`config.mk`:
```
export PLATFORM = sky130hd
export DESIGN_NAME = multicycle_controller
export DESIGN_NICKNAME = d
export VERILOG_FILES = /design/src/rtl/mips_ctrl_pkg.sv /design/src/rtl/alu_decoder.sv /design/src/rtl/multicycle_controller.sv
export SDC_FILE = /design/constraint.sdc
export NUM_CORES = 1
export LEC_CHECK = 0
export BUFFER_PORTS_ARGS = -buffer_cell sky130_fd_sc_hd__buf_4
export CAP_MARGIN = 25
export CORE_MARGIN = 2
export CORE_UTILIZATION = 26
export CTS_BUF_LIST = sky130_fd_sc_hd__clkbuf_2
export CTS_CLUSTER_DIAMETER = 100
export DETAILED_ROUTE_END_ITERATION = 10
export RECOVER_POWER = 50
export SLEW_MARGIN = 15
export SYNTH_ARGS = -nofsm -noshare
export SYNTH_HDL_FRONTEND = slang
export SYNTH_SLANG_ARGS = --single-unit
```
`constraint.sdc`:
```
create_clock -name clk -period 5.9 [get_ports clk]
set_clock_uncertainty 0.15 [all_clocks]
set_input_delay 1.18 -clock clk [delete_from_list [all_inputs] [get_ports clk]]
set_output_delay 1.18 -clock clk [all_outputs]
set_load 0.005 [all_outputs]
```
`src/rtl/mips_ctrl_pkg.sv`:
```
// Shared encodings for the multicycle MIPS control unit and its ALU:
// FSM states, opcodes, function codes, ALUOp classes and ALU control codes.
package mips_ctrl_pkg;

  typedef enum logic [3:0] {
    S_FETCH   = 4'd0,
    S_DECODE  = 4'd1,
    S_MEMADR  = 4'd2,
    S_MEMRD   = 4'd3,
    S_MEMWB   = 4'd4,
    S_MEMWR   = 4'd5,
    S_EXECUTE = 4'd6,
    S_ALUWB   = 4'd7,
    S_BRANCH  = 4'd8,
    S_ADDIEX  = 4'd9,
    S_ADDIWB  = 4'd10,
    S_JUMP    = 4'd11
  } state_t;

  typedef enum logic [1:0] {
    ALUOP_ADD   = 2'b00,
    ALUOP_SUB   = 2'b01,
    ALUOP_FUNCT = 2'b10
  } aluop_t;

  localparam logic [5:0] OP_RTYPE = 6'b000000;
  localparam logic [5:0] OP_LW    = 6'b100011;
  localparam logic [5:0] OP_SW    = 6'b101011;
  localparam logic [5:0] OP_BEQ   = 6'b000100;
  localparam logic [5:0] OP_ADDI  = 6'b001000;
  localparam logic [5:0] OP_J     = 6'b000010;

  localparam logic [5:0] FN_ADD = 6'b100000;
  localparam logic [5:0] FN_SUB = 6'b100010;
  localparam logic [5:0] FN_AND = 6'b100100;
  localparam logic [5:0] FN_OR  = 6'b100101;
  localparam logic [5:0] FN_SLT = 6'b101010;

  localparam logic [2:0] ALU_ADD = 3'b010;
  localparam logic [2:0] ALU_SUB = 3'b110;
  localparam logic [2:0] ALU_AND = 3'b000;
  localparam logic [2:0] ALU_OR  = 3'b001;
  localparam logic [2:0] ALU_SLT = 3'b111;

endpackage

```
`src/rtl/alu_decoder.sv`:
```
// Maps the FSM's ALUOp class and the instruction funct field to the ALU code.
// Unknown funct values fall back to add so the writeback still happens.
module alu_decoder
  import mips_ctrl_pkg::*;
(
  input  aluop_t      i_aluop,
  input  logic [5:0]  i_funct,
  output logic [2:0]  o_alu_control
);

  always_comb begin
    o_alu_control = ALU_ADD;
    case (i_aluop)
      ALUOP_SUB:   o_alu_control = ALU_SUB;
      ALUOP_FUNCT: begin
        case (i_funct)
          FN_ADD:  o_alu_control = ALU_ADD;
          FN_SUB:  o_alu_control = ALU_SUB;
          FN_AND:  o_alu_control = ALU_AND;
          FN_OR:   o_alu_control = ALU_OR;
          FN_SLT:  o_alu_control = ALU_SLT;
          default: o_alu_control = ALU_ADD;
        endcase
      end
      default:     o_alu_control = ALU_ADD;
    endcase
  end

endmodule

```
`src/rtl/multicycle_controller.sv`:
```
// Moore FSM sequencing a shared-ALU MIPS datapath through fetch, decode,
// execute, memory and writeback, with memory-ready stalls.
module multicycle_controller
  import mips_ctrl_pkg::*;
(
  input  logic        clk,
  input  logic        reset,
  input  logic [5:0]  opcode,
  input  logic [5:0]  funct,
  input  logic        zero,
  input  logic        mem_ready,
  output logic        mem_req,
  output logic        mem_write,
  output logic        iord,
  output logic        ir_write,
  output logic        pc_en,
  output logic [1:0]  pc_src,
  output logic        alu_src_a,
  output logic [1:0]  alu_src_b,
  output logic [2:0]  ALU_control,
  output logic        reg_dst,
  output logic        mem_to_reg,
  output logic        reg_write,
  output logic [3:0]  state_o
);

  state_t     r_state;
  state_t     w_next;
  aluop_t     w_aluop;
  logic       w_mem_req;
  logic       w_mem_write;
  logic       w_ir_write;
  logic       w_pc_write;
  logic       w_branch;
  logic       w_reg_write;

  always_ff @(posedge clk or posedge reset) begin
    if (reset) r_state <= S_FETCH;
    else       r_state <= w_next;
  end

  always_comb begin
    w_next      = r_state;
    w_aluop     = ALUOP_ADD;
    w_mem_req   = 1'b0;
    w_mem_write = 1'b0;
    w_ir_write  = 1'b0;
    w_pc_write  = 1'b0;
    w_branch    = 1'b0;
    w_reg_write = 1'b0;
    iord        = 1'b0;
    pc_src      = 2'b00;
    alu_src_a   = 1'b0;
    alu_src_b   = 2'b00;
    reg_dst     = 1'b0;
    mem_to_reg  = 1'b0;
    case (r_state)
      S_FETCH: begin
        w_mem_req  = 1'b1;
        alu_src_b  = 2'b01;
        w_ir_write = mem_ready;
        w_pc_write = mem_ready;
        if (mem_ready) w_next = S_DECODE;
      end
      S_DECODE: begin
        alu_src_b = 2'b11;
        case (opcode)
          OP_LW, OP_SW: w_next = S_MEMADR;
          OP_RTYPE:     w_next = S_EXECUTE;
          OP_BEQ:       w_next = S_BRANCH;
          OP_ADDI:      w_next = S_ADDIEX;
          OP_J:         w_next = S_JUMP;
          default:      w_next = S_FETCH;
        endcase
      end
      S_MEMADR: begin
        alu_src_a = 1'b1;
        alu_src_b = 2'b10;
        w_next    = (opcode == OP_SW) ? S_MEMWR : S_MEMRD;
      end
      S_MEMRD: begin
        w_mem_req = 1'b1;
        iord      = 1'b1;
        if (mem_ready) w_next = S_MEMWB;
      end
      S_MEMWB: begin
        mem_to_reg  = 1'b1;
        w_reg_write = 1'b1;
        w_next      = S_FETCH;
      end
      S_MEMWR: begin
        w_mem_req   = 1'b1;
        w_mem_write = 1'b1;
        iord        = 1'b1;
        if (mem_ready) w_next = S_FETCH;
      end
      S_EXECUTE: begin
        alu_src_a = 1'b1;
        w_aluop   = ALUOP_FUNCT;
        w_next    = S_ALUWB;
      end
      S_ALUWB: begin
        reg_dst     = 1'b1;
        w_reg_write = 1'b1;
        w_next      = S_FETCH;
      end
      S_BRANCH: begin
        alu_src_a = 1'b1;
        w_aluop   = ALUOP_SUB;
        w_branch  = 1'b1;
        pc_src    = 2'b01;
        w_next    = S_FETCH;
      end
      S_ADDIEX: begin
        alu_src_a = 1'b1;
        alu_src_b = 2'b10;
        w_next    = S_ADDIWB;
      end
      S_ADDIWB: begin
        w_reg_write = 1'b1;
        w_next      = S_FETCH;
      end
      S_JUMP: begin
        pc_src     = 2'b10;
        w_pc_write = 1'b1;
        w_next     = S_FETCH;
      end
      default: w_next = S_FETCH;
    endcase
  end

  alu_decoder u_alu_decoder (
    .i_aluop       (w_aluop),
    .i_funct       (funct),
    .o_alu_control (ALU_control)
  );

  // Side-effecting strobes are gated by reset so nothing writes mid-reset.
  assign mem_req   = w_mem_req   & ~reset;
  assign mem_write = w_mem_write & ~reset;
  assign ir_write  = w_ir_write  & ~reset;
  assign reg_write = w_reg_write & ~reset;
  assign pc_en     = (w_pc_write | (w_branch & zero)) & ~reset;
  assign state_o   = r_state;

endmodule

```
==> results_tabular.tex <==
\begin{tabular}{lr}
\hline
Metric & Value \\
\hline
\multicolumn{2}{l}{\textbf{Status}} \\
\quad Run status & finished, final reports clean \\
\multicolumn{2}{l}{\textbf{Hold path}} \\
\quad Worst Hold Class & flop to flop \\
\multicolumn{2}{l}{\textbf{Route}} \\
\quad WL final & 1.95 mm \\
\quad Via count & 808 \\
\quad Via density per instance & 5.21 \\
\quad Initial detailed-routing violation count & 36 \\
\quad Post-route DRC violation count & 0 \\
\quad Mean routed wirelength per cell & 12.6 um \\
\quad Antenna Violating Nets Remaining & 0 \\
\quad First-pass DRT Iterations & 4 \\
\multicolumn{2}{l}{\textbf{Clock tree}} \\
\quad Clock slew at the register clock pins of the worst setup and hold paths & 50 ps \\
\quad H-tree lvl count & 1 \\
\quad Hold Buf Count CTS & 0 \\
\quad Buffer depth of the longest clock path & 2 \\
\quad Total clock buffers created by CTS & 3 \\
\quad CTS Root Cell & sky130\_fd\_sc\_hd\_\_clkbuf\_2 \\
\quad Clk sink count & 4 \\
\quad Post CTS Setup Buffer Count & 0 \\
\quad Latest clock arrival within the worst-skew pair & 220 ps \\
\quad CTS tree & done \\
\quad Post-cts sizing count & 0 \\
\multicolumn{2}{l}{\textbf{Critical path}} \\
\quad Setup crit end & ALU\_control[0] \\
\quad Worst reg2reg startpoint & state\_o[0] \\
\quad Crit path from & funct[1] \\
\quad Minimum setup slack among reg-to-reg paths & 4270 ps \\
\quad Crit Path Max Fanout & 3 \\
\quad Cell chain of the critical path & buf\_4, nor4bb\_1, a21oi\_1, nor4b\_1, buf\_4 \\
\quad Setup crit start kind & primary input \\
\quad Crit Path Class & primary input to output port \\
\quad Number of cells on the worst reg-to-reg path & 3 \\
\quad Critical Path End Type & output port \\
\quad Worst flop-to-flop path endpoint & state\_o[2] \\
\quad Arrival time worst endpoint & 2200 ps \\
\quad Most frequent cell on the critical path & sky130\_fd\_sc\_hd\_\_buf\_4 \\
\quad Worst path max stage delay & 340 ps \\
\quad Worst path required time & 4570 ps \\
\quad Slowest stage cell, crit path & sky130\_fd\_sc\_hd\_\_nor4bb\_1 \\
\multicolumn{2}{l}{\textbf{STA}} \\
\quad Post-route worst hold slack & 635 ps \\
\quad Final-report max-slew violation count & 0 \\
\quad Total Negative Setup Slacks & 0 ps \\
\quad Transition at the pin with the smallest max-transition slack & 570 ps \\
\quad Post-route setup slack & 2370 ps \\
\quad Share of the cycle needed by the critical path after routing & 59.8\% \\
\quad Max-slew headroom & 61.6\% \\
\quad Setup repair after global routing missed its margin & false \\
\quad Post-layout min period & 3530 ps \\
\quad Count of endpoints failing hold in the final timing report & 0 \\
\quad F\_max & 283 MHz \\
\quad Final setup violation count & 0 \\
\multicolumn{2}{l}{\textbf{Floorplan}} \\
\quad Std-Cell Core Area & 2500 um2 \\
\quad Die area & 3080 um2 \\
\quad Initial core utilization & 27.6\% \\
\quad Die boundary height & 55.5 um \\
\quad Std-Cell Rows & 18 \\
\quad IO Pins & 36 \\
\quad Width of the die & 55.5 um \\
\multicolumn{2}{l}{\textbf{Logic synthesis}} \\
\quad Register area share after synthesis & 14.5\% \\
\quad Post-synthesis instance total & 94 \\
\quad Largest cells by area after synthesis & sky130\_fd\_sc\_hd\_\_dfrtp\_1, sky130\_fd\_sc\_hd\_\_nand2b\_1, sky130\_fd\_sc\_hd\_\_a21oi\_1 \\
\quad Net Count, Synth & 112 \\
\quad Unique masters post-synth & 41 \\
\quad Netlist area before placement & 689 um2 \\
\quad Top cell type's share of synthesized area & 14.5\% \\
\quad Ys async rst share & 100\% \\
\quad Synthesis warning total & 0 \\
\quad Dominant synthesized flop cell & sky130\_fd\_sc\_hd\_\_dfrtp\_1 \\
\quad Most numerous cell types in the synthesized netlist & sky130\_fd\_sc\_hd\_\_inv\_1, sky130\_fd\_sc\_hd\_\_nor2\_1, sky130\_fd\_sc\_hd\_\_nand2\_1 \\
\quad Avg Inst Size Synth & 7.33 um2 \\
\quad Number of enable-type register cells in the synthesized netlist & 0 \\
\quad Synth Register Bits & 4 \\
\quad Cell accounting for the most synthesized area & sky130\_fd\_sc\_hd\_\_dfrtp\_1 \\
\multicolumn{2}{l}{\textbf{Global route}} \\
\quad Vias in the first global route & 770 \\
\quad Sum of overflow across all layers after global routing & 0 \\
\quad Total GRT Usage & 13.8\% \\
\quad Pin count of the biggest net entering global routing & 20 \\
\quad Wire length of the first global-routing pass & 3.49 mm \\
\quad Antenna violations before repair & 0 \\
\multicolumn{2}{l}{\textbf{Place}} \\
\quad Pre-CTS setup slack & 2380 ps \\
\quad Global placement routability congestion & 0.798 \\
\quad Detail Placement HPWL & 1.51 mm \\
\quad Input/output buffers & 35 \\
\multicolumn{2}{l}{\textbf{Power}} \\
\quad Leak Pwr & 0.000423 uW \\
\quad Total power consumption of the routed design & 263 uW \\
\quad Worst-case vdd ir drop & 0.140 mV \\
\quad PD cells & 282 nW/um2 \\
\multicolumn{2}{l}{\textbf{Finish}} \\
\quad Fraction of the core area covered by cells at the end of the flow & 37.3\% \\
\quad Largest register FFs & 4 \\
\quad Share of cells above drive strength 1 & 30.4\% \\
\quad Antenna fix cells & 0 \\
\quad Area added between synthesis and finish & 35.2\% \\
\quad Final nets & 145 \\
\multicolumn{2}{l}{\textbf{Flow run}} \\
\quad Max cap viols & 0 \\
\hline
\end{tabular}
[report_power, final]
group / total (uW) / switching [uW] / internal [uW]
Combinational: 165 / 74.2 / 90.5
Sequential: 72.5 / 37.4 / 35.1
Clock: 25.5 / 11.9 / 13.7
[how the worst min path moves through the flow]
stage                       to  cells after the start  slack [ps]        from
CTS                 state_o[3]                      2         640  state_o[0]
floorplan           state_o[3]                      2         470  state_o[3]
global placement    state_o[3]                      2         640  state_o[0]
finish              state_o[3]                      2         630  state_o[0]
detailed placement  state_o[3]                      2         640  state_o[0]
global route        state_o[3]                      2         690  state_o[0]
[per-stage QoR]
step,cells,area [um2]
3_3_place_gp,152,943
5_1_grt,155,932
4_1_cts,155,958
2_1_floorplan,94,689
6_report,155,932
3_5_place_dp,152,943
[worst max-delay path, delay by kind of cell]
family / cells / cell delay (ps)
compound gates: 1 / 90
buf+inv: 2 / 280
simple gates: 2 / 650
[routing by layer]
layer  vias up  routed length [um]  GRT usage, %
met1       359                 842          17.9
li1        407                   -             -
met5         -                   0             0
met2        39                 938          22.3
met3         3                 144          2.34
met4         0                  23          6.27
[kinds of logic (layout without fill, tap and decap cells)]
kind of cell               count (synthesis)  after routing  share of synthesized area [%]
AOI/OAI and AO/OA                         22             22                           22.0
muxes                                      3              3                           4.72
DFF                                        4              4                           14.5
adders and majority gates                  2              2                           3.63
xor gates and xnor gates                   3              3                           3.81
buffers and inverters                     15             46                           11.1
and+or+nand+nor                           45             45                           40.3
[cells in the final DEF (no fill, tap or decap), types with 3 or more instances in the layout]
| cell | n |
|---|---|
| sky130_fd_sc_hd__clkbuf_4 | 5 |
| sky130_fd_sc_hd__xor2_1 | 3 |
| sky130_fd_sc_hd__nor3_1 | 5 |
| sky130_fd_sc_hd__nand2_1 | 7 |
| sky130_fd_sc_hd__buf_4 | 27 |
| sky130_fd_sc_hd__clkbuf_1 | 3 |
| sky130_fd_sc_hd__nand2b_1 | 6 |
| sky130_fd_sc_hd__and3_1 | 3 |
| sky130_fd_sc_hd__clkbuf_2 | 3 |
| sky130_fd_sc_hd__inv_1 | 8 |
| sky130_fd_sc_hd__o21ai_0 | 3 |
| sky130_fd_sc_hd__dfrtp_1 | 4 |
| sky130_fd_sc_hd__a21oi_1 | 6 |
| sky130_fd_sc_hd__nor2_1 | 8 |
[cell type report]
class | count | area (um2)
multi-input cells | 75 | 498
inverters | 8 | 30.0
flip-flops and latches | 4 | 100
clock buffers | 3 | 15.0
well taps | 30 | 37.5
repair buffers | 35 | 251
fillers | 273 | 1570
(Power assumes the default switching activity.)
